`src/rtl/elastic_pipe_stage.sv`:
```
// Elastic pipeline register between processor stages: valid/ready handshake,
// two-entry skid buffer, synchronous flush and a saturating stall counter.
module elastic_pipe_stage #(
    parameter int WIDTH = 32,
    parameter int CNT_W = 16
) (
    input  logic             clk,
    input  logic             rst_n,
    input  logic             flush,
    input  logic             in_valid,
    output logic             in_ready,
    input  logic [WIDTH-1:0] in_data,
    output logic             out_valid,
    input  logic             out_ready,
    output logic [WIDTH-1:0] out_data,
    output logic [1:0]       occupancy,
    output logic [CNT_W-1:0] stall_cnt
);

    typedef enum logic [1:0] {
        EMPTY = 2'd0,
        ONE   = 2'd1,
        TWO   = 2'd2
    } state_t;

    state_t           state;
    state_t           next_state;
    logic [WIDTH-1:0] main_q;
    logic [WIDTH-1:0] skid_q;
    logic             in_fire;
    logic             out_fire;
    logic             load_main_in;
    logic             load_main_skid;
    logic             load_skid;

    assign in_fire   = in_valid & in_ready;
    assign out_fire  = out_valid & out_ready;
    assign out_valid = (state != EMPTY);
    assign out_data  = main_q;
    assign occupancy = state;

    // Flush overrides everything; the skid only ever refills main so order stays FIFO.
    always_comb begin
        next_state     = state;
        load_main_in   = 1'b0;
        load_main_skid = 1'b0;
        load_skid      = 1'b0;
        if (flush) begin
            next_state = EMPTY;
        end else begin
            case (state)
                EMPTY: begin
                    if (in_fire) begin
                        next_state   = ONE;
                        load_main_in = 1'b1;
                    end
                end
                ONE: begin
                    if (in_fire && out_fire) begin
                        load_main_in = 1'b1;
                    end else if (in_fire) begin
                        next_state = TWO;
                        load_skid  = 1'b1;
                    end else if (out_fire) begin
                        next_state = EMPTY;
                    end
                end
                TWO: begin
                    if (out_fire) begin
                        next_state     = ONE;
                        load_main_skid = 1'b1;
                    end
                end
                default: next_state = EMPTY;
            endcase
        end
    end

    // in_ready is registered from next_state, so out_ready never reaches it combinationally.
    always_ff @(posedge clk or negedge rst_n) begin
        if (!rst_n) begin
            state    <= EMPTY;
            in_ready <= 1'b0;
            main_q   <= '0;
            skid_q   <= '0;
        end else begin
            state    <= next_state;
            in_ready <= (next_state != TWO);
            if (load_main_in) begin
                main_q <= in_data;
            end else if (load_main_skid) begin
                main_q <= skid_q;
            end
            if (load_skid) begin
                skid_q <= in_data;
            end
        end
    end

    always_ff @(posedge clk or negedge rst_n) begin
        if (!rst_n) begin
            stall_cnt <= '0;
        end else if (out_valid && !out_ready && (stall_cnt != {CNT_W{1'b1}})) begin
            stall_cnt <= stall_cnt + CNT_W'(1);
        end
    end

endmodule

```
`config.mk`:
```
export PLATFORM = sky130hd
export DESIGN_NAME = elastic_pipe_stage
export DESIGN_NICKNAME = d
export VERILOG_FILES = /design/src/rtl/elastic_pipe_stage.sv
export SDC_FILE = /design/constraint.sdc
export NUM_CORES = 1
export LEC_CHECK = 0
export BUFFER_PORTS_ARGS = -buffer_cell sky130_fd_sc_hd__buf_2
export CAP_MARGIN = 20
export CORE_ASPECT_RATIO = 0.8
export CORE_MARGIN = 8
export CORE_UTILIZATION = 57
export CTS_CLUSTER_DIAMETER = 150
export CTS_CLUSTER_SIZE = 24
export DETAILED_ROUTE_END_ITERATION = 6
export PLACE_DENSITY = 0.84
export SYNTH_ARGS = -nofsm -noshare
export SYNTH_HDL_FRONTEND = slang
export SYNTH_SLANG_ARGS = --single-unit
export TNS_END_PERCENT = 50
```
`constraint.sdc`:
```
create_clock -name clk -period 2.9 [get_ports clk]
set_input_delay 0.29 -clock clk [delete_from_list [all_inputs] [get_ports clk]]
set_output_delay 0.29 -clock clk [all_outputs]
set_load 0.005 [all_outputs]
```
After elaboration in Yosys (flattened, before gate mapping)
Index checks and enable logic that the tools add are counted.

Bits in registers: 83. Input bits: 37. Output and inout bits: 52. Logic and storage cells: 38.

Add/sub/neg operators: 1. Eq/ne operators: 4. Multiplexer cells: 19. Bitwise operators: 2. Reduce and logical (&&, ||, !) cells: 7.

Operators with widths (count): 32-bit 2-to-1 mux (2); 16-bit by 1-bit adder with 16-bit output (second input constant) (1); 16-bit inequality test (second input constant) (1); 2-bit 2-to-1 mux (6); 1-bit 2-to-1 mux (9); 2-bit one-hot mux with 3 select lines (1); 2-bit nonzero test (2); 1-bit logical AND (3); 1-bit AND (2); 2-bit by 1-bit == test with 1-bit output (second input constant) (1); 2-bit == test (second input constant) (1); 2-bit zero test (1); 2-bit inequality test (second input constant) (1); 1-bit one-hot mux with 2 select lines (1); 1-bit zero test (1).

Logic depth before layout (Yosys ltp)
Gate-level depths: netlist of the first run.

Word-level depth: 8. Depth in mapped cells: 6. Depth with buffers taken out: 5.

Least setup slack after synthesis of the first run
Ideal clock, no wire load.

Path type: register -> register. From: register state[1] (netlist: occupancy[1]). To: register skid_q[0]. Data arrival time: 1.630 ns. Required time: 2.775 ns. Setup slack: 1.144 ns. Stages on the path, launching flop included: 6. Path buffers: 3. Clock period less this slack: 1.756 ns. Path through: dfrtp_1 > clkbuf_2 > or4b_1 > buf_2 > buf_6 > mux2_4.

Longest elaborated chain between the ends: 6. Elaborated cells on any way between the ends: 7. Classes of those cells: eq/ne: 1; mux: 3; bitwise: 1; reduce/logical: 2.

RTL lines: start, declared (line 26) `state_t state;`; start signal, assigned (line 87) `state <= next_state;`; 2-bit nonzero test (line 38) `assign out_valid = (state != EMPTY);`; 1-bit AND (line 37) `assign out_fire = out_valid & out_ready;`; 1-bit logical AND (line 59) `if (in_fire && out_fire) begin`; 1-bit 2-to-1 mux (line 59); 1-bit 2-to-1 mux * (line 51) `case (state)`; 1-bit 2-to-1 mux * (line 48) `if (flush) begin`; end signal, assigned (line 95) `skid_q <= in_data;`; end, declared (line 29) `logic [WIDTH-1:0] skid_q;`.

Mark *: on every way between the ends. The rest lies on a longest branch, timed or not. A chain may end at the register's enable or synchronous reset.

Worst setup path after layout of the first run
From: register state[0] (netlist: occupancy[0]). To: register skid_q[12].

The elaborated chain is that of the path after synthesis.

==> results of run 1 <==
[flip-flops by register name, indices dropped and copies added (netlist names)]
register and flops:
in_ready 1, occupancy 2, out_data 32, skid_q 32, stall_cnt 16
[metal layers]
layer | vias to the layer above | part of all wire, % | global-route usage [%]
li1 | 1162 | - | -
met1 | 1257 | 46 | 23.1
met2 | 95 | 45 | 27.3
met3 | 5 | 9.2 | 8.46
met4 | 0 | 0.44 | 4.78
met5 | - | 0 | 0
[cells in the mapped netlist, drive strengths merged]
master	instances	share of area (%)
dfrtp	83	57
mux2	34	14
a21o	32	6.6
a22o	32	7.7
xor2	13	3.1
clkbuf	9	0.96
nand2	8	0.82
nor4	8	1.5
buf	7	1.5
nor3	6	0.82
nand3	5	0.69
nand4	4	0.69
nor2	4	0.41
nand2b	2	0.34
nor3b	2	0.55
or2	2	0.34
a211o	1	0.24
and2b	1	0.21
and4b	1	0.27
ha	1	0.34
inv	1	0.10
mux2i	1	0.27
nand4b	1	0.24
nand4bb	1	0.31
o21a	1	0.21
o21ba	1	0.27
o22a	1	0.24
or4	1	0.21
or4b	1	0.27
xnor2	1	0.24
[power groups by stage]
| stage | sequential, mW | combinational [mW] | clock, mW |
|---|---|---|---|
| after floorplan | 1.58 | 0.360 | 0 |
| after global placement | 1.59 | 0.580 | 0 |
| after detailed placement | 1.60 | 0.608 | 0 |
| after CTS | 1.58 | 0.610 | 0.953 |
| after global routing | 1.62 | 0.667 | 1.00 |
| final | 1.59 | 0.604 | 0.928 |
[logic make-up after synthesis]
kind of cell	synth area share, %
xor gates and xnor gates	3.36
DFF	56.9
and+or+nand+nor	7.72
AOI/OAI and AO/OA	15.2
buffers and inverters	2.54
adders and majority gates	0.343
muxes	13.9
[per-stage QoR]
step / area [um^2] / cells / hold WS [ps] / setup WS (ps)
6_report: 4430 / 445 / 173 / 852
4_1_cts: 4390 / 443 / 119 / 865
3_5_place_dp: 4170 / 427 / 460 / 835
3_3_place_gp: 4170 / 427 / 453 / 885
2_1_floorplan: 3650 / 265 / -5.59 / 1140
5_1_grt: 4430 / 445 / 153 / 809
[critical path, stage by stage, from the launching register on]
cell	delay, ps
dfrtp_1	460
and2b_1	240
or4b_2	630
buf_4	270
mux2_4	330
[cell type report]
type	instances	share of cell area [%]
sequential	83	46.9
inverter	1	0.0847
timing repair buffer	96	11.9
multi-input combinational	165	33.7
clock inverter	7	2.26
tap	84	2.37
clock buffer	9	2.80
[worst paths after layout]
kind                                endpoint  slack [ps]
max in group asynchronous       stall_cnt[5]        2050
worst min-delay path               skid_q[0]         170
min in group asynchronous        out_data[5]         270
worst min register to register  out_data[12]         480
worst max-delay path              skid_q[12]         850
worst max register to register    skid_q[12]         850
==> impl_metrics.tcl, run 1 <==
set metrics [dict create \
    status "finished clean" \
    ys_ff_latch 83 \
    clockPowerShare_pct 29.7 \
    rows 26 \
    area_delta_synth_final_pct 21.5 \
    p_int_mw 2.28 \
    max_freq_mhz 488 \
    p_sw_share_pct 26.9 \
    place_congestion 0.814 \
    globalRouteOverflowTotal 0 \
    tns_ps 0 \
    dieArea_mm2 0.00923 \
    postSynthCellCount 265 \
    tightest_slew_ps 658 \
    drc 0 \
    clkLatencyLatePin_ps 360 \
    worstHoldStart "in_data[0]" \
    hp-class "in -> reg" \
    r2r_cells 4 \
    layout.nets 394 \
    cts_resized 0 \
    yosysSeqAreaShare_pct 56.9 \
    ios 89 \
    synth_warnings 0 \
    drtIter0Drc 129 \
    vdd_drop_max_uv 487 \
    crit_start "occupancy[0]" \
    die_w_um 105 \
    num_vias 2519 \
    multiInputGateArea_mm2 0.00150 \
    total_power_mw 3.12 \
    cp_max_fo 18 \
    fillers 442 \
    tritoncts "yes" \
    dr.pass1.iters 4 \
    antenna_found_initial 0 \
    maxSlewViolCount 0 \
    p_comb_share_pct 19.4 \
    first_global_vias 2672 \
    regArea_mm2 0.00208 \
    cp-end-kind "register" \
    cts_num_sinks 83 \
    final_cell_mix "87 x buf_2, 83 x dfrtp_1, 32 x a22o_1, 32 x a21o_1, 30 x mux2_4" \
    dp_hpwl_um 5340 \
    drt_wl_total_um 7800 \
    grt_pass1_wl_um 13200 \
    hold_viol 0 \
    power_density_mw_per_mm2 705 \
    wl_per_cell_um 17.5 \
    seq_power_share_pct 50.9 \
    postSynthAreaPerCell_um2 13.8 \
    core_mm2 0.00628 \
    timing.rr.start "occupancy[0]" \
    diodes 0 \
    drtAntennaViolNets 0 \
    slew_headroom_pct 56.1 \
    grt_max_degree 84 \
    ys_types 35 \
    initial_core_util_pct 58.1 \
    cp.arrival_ps 2290 \
    cts_max_path_buffers 2 \
    drive_above_1_share_pct 42.1 \
    io_buffer_count 88 \
    finalClockSkew_ps 11.8 \
    leakage_nw 2.47 \
    cts_setup_buffers 0 \
    holdBufCountCts 0 \
    rsz0062_at_grt "false" \
    worstSetupPathType "reg -> reg" \
    critPathLaunchType "register" \
    post-route-period-util_pct 70.6 \
    dieHeight_um 87.5 \
    p_sw_mw 0.841 \
    worstPathRequired_ps 3140 \
    drv_cap 0 \
    holdPathStages 2 \
    layout_commonest_cell "buf_2" \
    setup_viol 0 \
    htreeDepth 3 \
    grt_use_total_pct 18.1 \
    period_minus_slack_ps 2050 \
    syn-cell-area_mm2 0.00365 \
    synth_nets 303 \
    vias_per_cell 5.66 \
    root_buffer "clkbuf_8" \
    cts_made_buffers 9 \
    fin_util_pct 70.6 \
    clk_pin_slew_ps 90 \
]
Note: power is estimated with default switching activity, not from simulation.
==> inputs of run 2 (changes only) <==
CORE_UTILIZATION = 53   (was 57)
PLACE_DENSITY = 0.79   (was 0.84)
clock period = 2.1 ns   (was 2.9 ns; I/O delays follow)
==> run 2 against run 1 <==
  * Sequential cell count did not move
  * Power rose by 31%
  * First-iteration DRC count rose by 2.3%
  * Sequential share of layout area rose by 0.13 points
  * Count of clock-buffer cells in the layout did not move
  * Cell count rose by 1.8%
  * Clock skew fell by 3.3 ps
  * Largest cell class unchanged
==> impl_metrics.tcl, run 2 (synthesis gave the netlist of run 1 again) <==
set metrics [dict create \
    rows 27 \
    num_vias 2500 \
    vias_per_cell 5.52 \
    power_density_mw_per_mm2 923 \
    r2r_cells 4 \
    fin_util_pct 65.1 \
    dpl_cell_area_mm2 0.00423 \
    slew_headroom_pct 49.6 \
    total_power_mw 4.08 \
    ff2ff_setup_slack_ps 210 \
    rsz0062_at_grt "false" \
    cts_made_buffers 9 \
    max_freq_mhz 528 \
    drv_cap 0 \
    clk_pin_slew_ps 90 \
    critPathLaunchType "register" \
    die_w_um 109 \
    io_buffer_count 88 \
    pre_cts_ws_ps 154 \
    regArea_mm2 0.00208 \
    setup_viol 0 \
    final_cell_mix "87 x buf_2, 83 x dfrtp_1, 32 x a22o_1, 32 x a21o_1, 30 x mux2_4" \
    p_int_mw 2.91 \
    area_delta_synth_final_pct 21.1 \
    period_minus_slack_ps 1890 \
    layout.nets 399 \
    maxSlewViolCount 0 \
    r2r-end "skid_q[27]" \
    tritoncts "yes" \
    setup_slack_ps 207 \
    initial_core_util_pct 53.7 \
    whs_ps 102 \
    wl_per_cell_um 17.7 \
    htreeDepth 3 \
    timing.rr.start "in_ready" \
    holdPathStages 2 \
    post-route-period-util_pct 90.2 \
    worstHoldStart "in_data[22]" \
    cts_num_sinks 83 \
    dieArea_mm2 0.00981 \
    drtAntennaViolNets 0 \
    place_congestion 0.798 \
    leakage_nw 2.46 \
    root_buffer "clkbuf_8" \
    vdd_drop_max_uv 549 \
    drt_wl_total_um 8030 \
    cp.arrival_ps 2130 \
    worstPathRequired_ps 2340 \
    dieHeight_um 90.2 \
    antenna_found_initial 0 \
    grt_pass1_wl_um 13100 \
    instances_no_fill 453 \
    multiInputGateArea_mm2 0.00150 \
    first_global_vias 2614 \
    core_mm2 0.00679 \
    dr.pass1.iters 4 \
    p_comb_share_pct 20.7 \
    grt_max_degree 61 \
    min_to "skid_q[22]" \
    drive_above_1_share_pct 42.9 \
    hold_viol 0 \
    placedCellCount 436 \
    cp_max_fo 32 \
    worstSetupPathType "reg -> reg" \
    status "finished clean" \
    diodes 0 \
    clockPowerShare_pct 25.6 \
    finalClockSkew_ps 8.42 \
    tightest_slew_ps 756 \
    cts_max_path_buffers 2 \
    drtIter0Drc 132 \
    p_sw_share_pct 28.6 \
    layout_commonest_cell "buf_2" \
    globalRouteOverflowTotal 0 \
    p_sw_mw 1.17 \
    drc 0 \
    seq_power_share_pct 53.7 \
    clkLatencyLatePin_ps 350 \
    ios 89 \
    cts_resized 0 \
    cp-end-kind "register" \
    tns_ps 0 \
    fillers 553 \
    postLayoutCellArea_mm2 0.00442 \
    dp_hpwl_um 5690 \
    grt_use_total_pct 16.7 \
    hp-class "in -> reg" \
]
-- run 2: layout make-up --
cell class              count  share of cell area [%]
multi-input cells         165                    33.8
clock inverters             7                    1.22
flip-flops and latches     83                    47.0
clock buffers               9                    2.80
inverters                   1                  0.0850
repair buffers            101                    12.6
well taps                  87                    2.46
-- run 2: power by group through the flow --
stage               Combinational [mW]  Sequential, mW  Clock (mW)
global placement                 0.821            2.20           0
floorplan                        0.497            2.18           0
finish                           0.844            2.19        1.04
detailed placement               0.862            2.21           0
CTS                              0.863            2.19        1.07
global route                     0.922            2.23        1.14
-- run 2: critical path: stages, from the launching register on --
cell and delay, ps:
dfrtp_1 380, nand2_1 160, or4b_2 680, buf_12 220, mux2_4 320
-- run 2: worst max path at each step --
| stage | from | to | cells past startpoint |
|---|---|---|---|
| after CTS | in_ready | skid_q[6] | 4 |
| after global routing | stall_cnt[0] | stall_cnt[15] | 5 |
| after global placement | out_ready | skid_q[18] | 5 |
| after floorplan | occupancy[1] | skid_q[0] | 5 |
| after detailed placement | out_ready | skid_q[2] | 5 |
| final | in_ready | skid_q[27] | 4 |
-- run 2: repair_timing --
action,in CTS,in global routing
setup buffers,0,0
hold buffers,1,0
endpoints found under the hold margin,58,0
-- run 2: metal layers --
metal	track usage [%]	vias to the layer above	wire length [um]
met3	6.49	5	645
li1	-	1170	-
met2	24.6	77	3620
met1	22.6	1248	3730
met4	3.41	0	40
met5	0	-	0
==> inputs of run 3 (changes only) <==
MAX_ROUTING_LAYER = met4   (was default)
==> run 3 against run 2 <==
  * Clock power hardly changed
  * Die area stayed put
  * Combinational power hardly changed
  * Sequential cell count stayed put
  * Power hardly changed
==> impl_metrics.tcl, run 3 (synthesis gave the netlist of run 1 again) <==
set metrics [dict create \
    worstPathRequired_ps 2340 \
    initial_core_util_pct 53.7 \
    grt_use_total_pct 17.2 \
    period_minus_slack_ps 1890 \
    ios 89 \
    status "finished clean" \
    area_delta_synth_final_pct 21.1 \
    num_vias 2532 \
    maxSlewViolCount 0 \
    core_mm2 0.00679 \
    vdd_drop_max_uv 548 \
    tightest_slew_ps 759 \
    vias_per_cell 5.59 \
    finalClockSkew_ps 9.54 \
    dp_hpwl_um 5690 \
    layout.nets 399 \
    hold_viol 0 \
    drtAntennaViolNets 0 \
    place_congestion 0.809 \
    rsz0062_at_grt "false" \
    clk_pin_slew_ps 90 \
    max_freq_mhz 530 \
    pre_cts_ws_ps 154 \
    cp_max_fo 32 \
    dieArea_mm2 0.00981 \
    leakage_nw 2.46 \
    seq_power_share_pct 53.7 \
    cts_num_sinks 83 \
    crit_start "in_ready" \
    p_sw_share_pct 28.7 \
    grt_max_degree 61 \
    slew_headroom_pct 49.4 \
    post-route-period-util_pct 89.9 \
    placedCellCount 436 \
    setup_viol 0 \
    dieHeight_um 90.2 \
    tns_ps 0 \
    critPathLaunchType "register" \
    power_density_mw_per_mm2 924 \
    tritoncts "yes" \
    layout_commonest_cell "buf_2" \
    clockPowerShare_pct 25.6 \
    antenna_found_initial 0 \
    final_cell_mix "87 x buf_2, 83 x dfrtp_1, 32 x a22o_1, 32 x a21o_1, 30 x mux2_4" \
    first_global_vias 2613 \
    drc 0 \
    cts_made_buffers 9 \
    cts_setup_buffers 0 \
    setup_slack_ps 212 \
    cts_max_path_buffers 2 \
    die_w_um 109 \
    drt_wl_total_um 8110 \
    root_buffer "clkbuf_8" \
    clkLatencyLatePin_ps 350 \
    cp-end-kind "register" \
    wl_per_cell_um 17.9 \
    cp.arrival_ps 2130 \
    io_buffer_count 88 \
    drv_cap 0 \
    worstSetupPathType "reg -> reg" \
    p_sw_mw 1.17 \
    drtIter0Drc 129 \
    globalRouteOverflowTotal 0 \
    p_int_mw 2.91 \
    htreeDepth 3 \
    fillers 553 \
    timing.rr.start "in_ready" \
    worstHoldStart "in_data[22]" \
    diodes 0 \
    dr.pass1.iters 4 \
    drive_above_1_share_pct 42.9 \
    instances_no_fill 453 \
    p_comb_share_pct 20.7 \
    rows 27 \
    grt_pass1_wl_um 13200 \
    hp-class "in -> reg" \
]
[run 3: cell counts in the layout (fill, tap and decap cells not counted)]
Identical to the previous run, type by type.
[run 3: repair_timing]
item | in CTS | in global routing
gates resized for setup | 0 | 0
hold endpoints to repair | 58 | 0
hold buffers | 1 | 0
[run 3: layout make-up]
cell class / count / area, um^2 / share of cell area (%)
Clock inverter: 7 / 53.8 / 1.22
Inverter: 1 / 3.75 / 0.0850
Sequential cell: 83 / 2080 / 47.0
Timing Repair Buffer: 101 / 556 / 12.6
Multi-Input combinational cell: 165 / 1500 / 33.8
Tap cell: 87 / 109 / 2.46
Clock buffer: 9 / 124 / 2.80
[run 3: path summary, 6_finish.rpt]
path / slack (ps) / end / cells after the start
max: 210 / skid_q[27] / 4
min: 100 / skid_q[22] / 2
max reg2reg: 210 / skid_q[27] / 4
min reg2reg: 480 / out_data[6] / 1
max in group asynchronous: 960 / skid_q[9] / 3
min in group asynchronous: 470 / skid_q[2] / 2
[run 3: layer usage]
metal | up-vias | GRT usage [%] | wire length, um | share of wire [%]
li1 | 1169 | - | - | -
met1 | 1271 | 23.3 | 3870 | 48
met2 | 86 | 24.6 | 3640 | 45
met3 | 6 | 5.71 | 543 | 6.7
met4 | 0 | 3.41 | 52 | 0.64
met5 | - | - | 0 | 0
[run 3: metrics by stage]
step                      util, %  hold WS [ps]  power (mW)  instance area, um^2
after floorplan                 -         -85.6        2.67                 3650
after global placement       62.3           327        3.02                 4230
after detailed placement     62.3           330        3.07                 4230
after CTS                    65.1          84.9        4.12                 4420
after global routing         65.1          86.9        4.29                 4420
final                        65.1           101        4.08                 4420
[run 3: critical path, stage by stage (launching register included)]
cell     delay, ps
dfrtp_1        380
nand2_1        160
or4b_2         680
buf_12         230
mux2_4         320
[run 3: power groups by stage]
stage | sequential (mW) | combinational (mW) | clock, mW
after floorplan | 2.18 | 0.497 | 0
after global placement | 2.20 | 0.821 | 0
after detailed placement | 2.21 | 0.862 | 0
after CTS | 2.19 | 0.863 | 1.07
after global routing | 2.23 | 0.922 | 1.14
final | 2.19 | 0.845 | 1.04
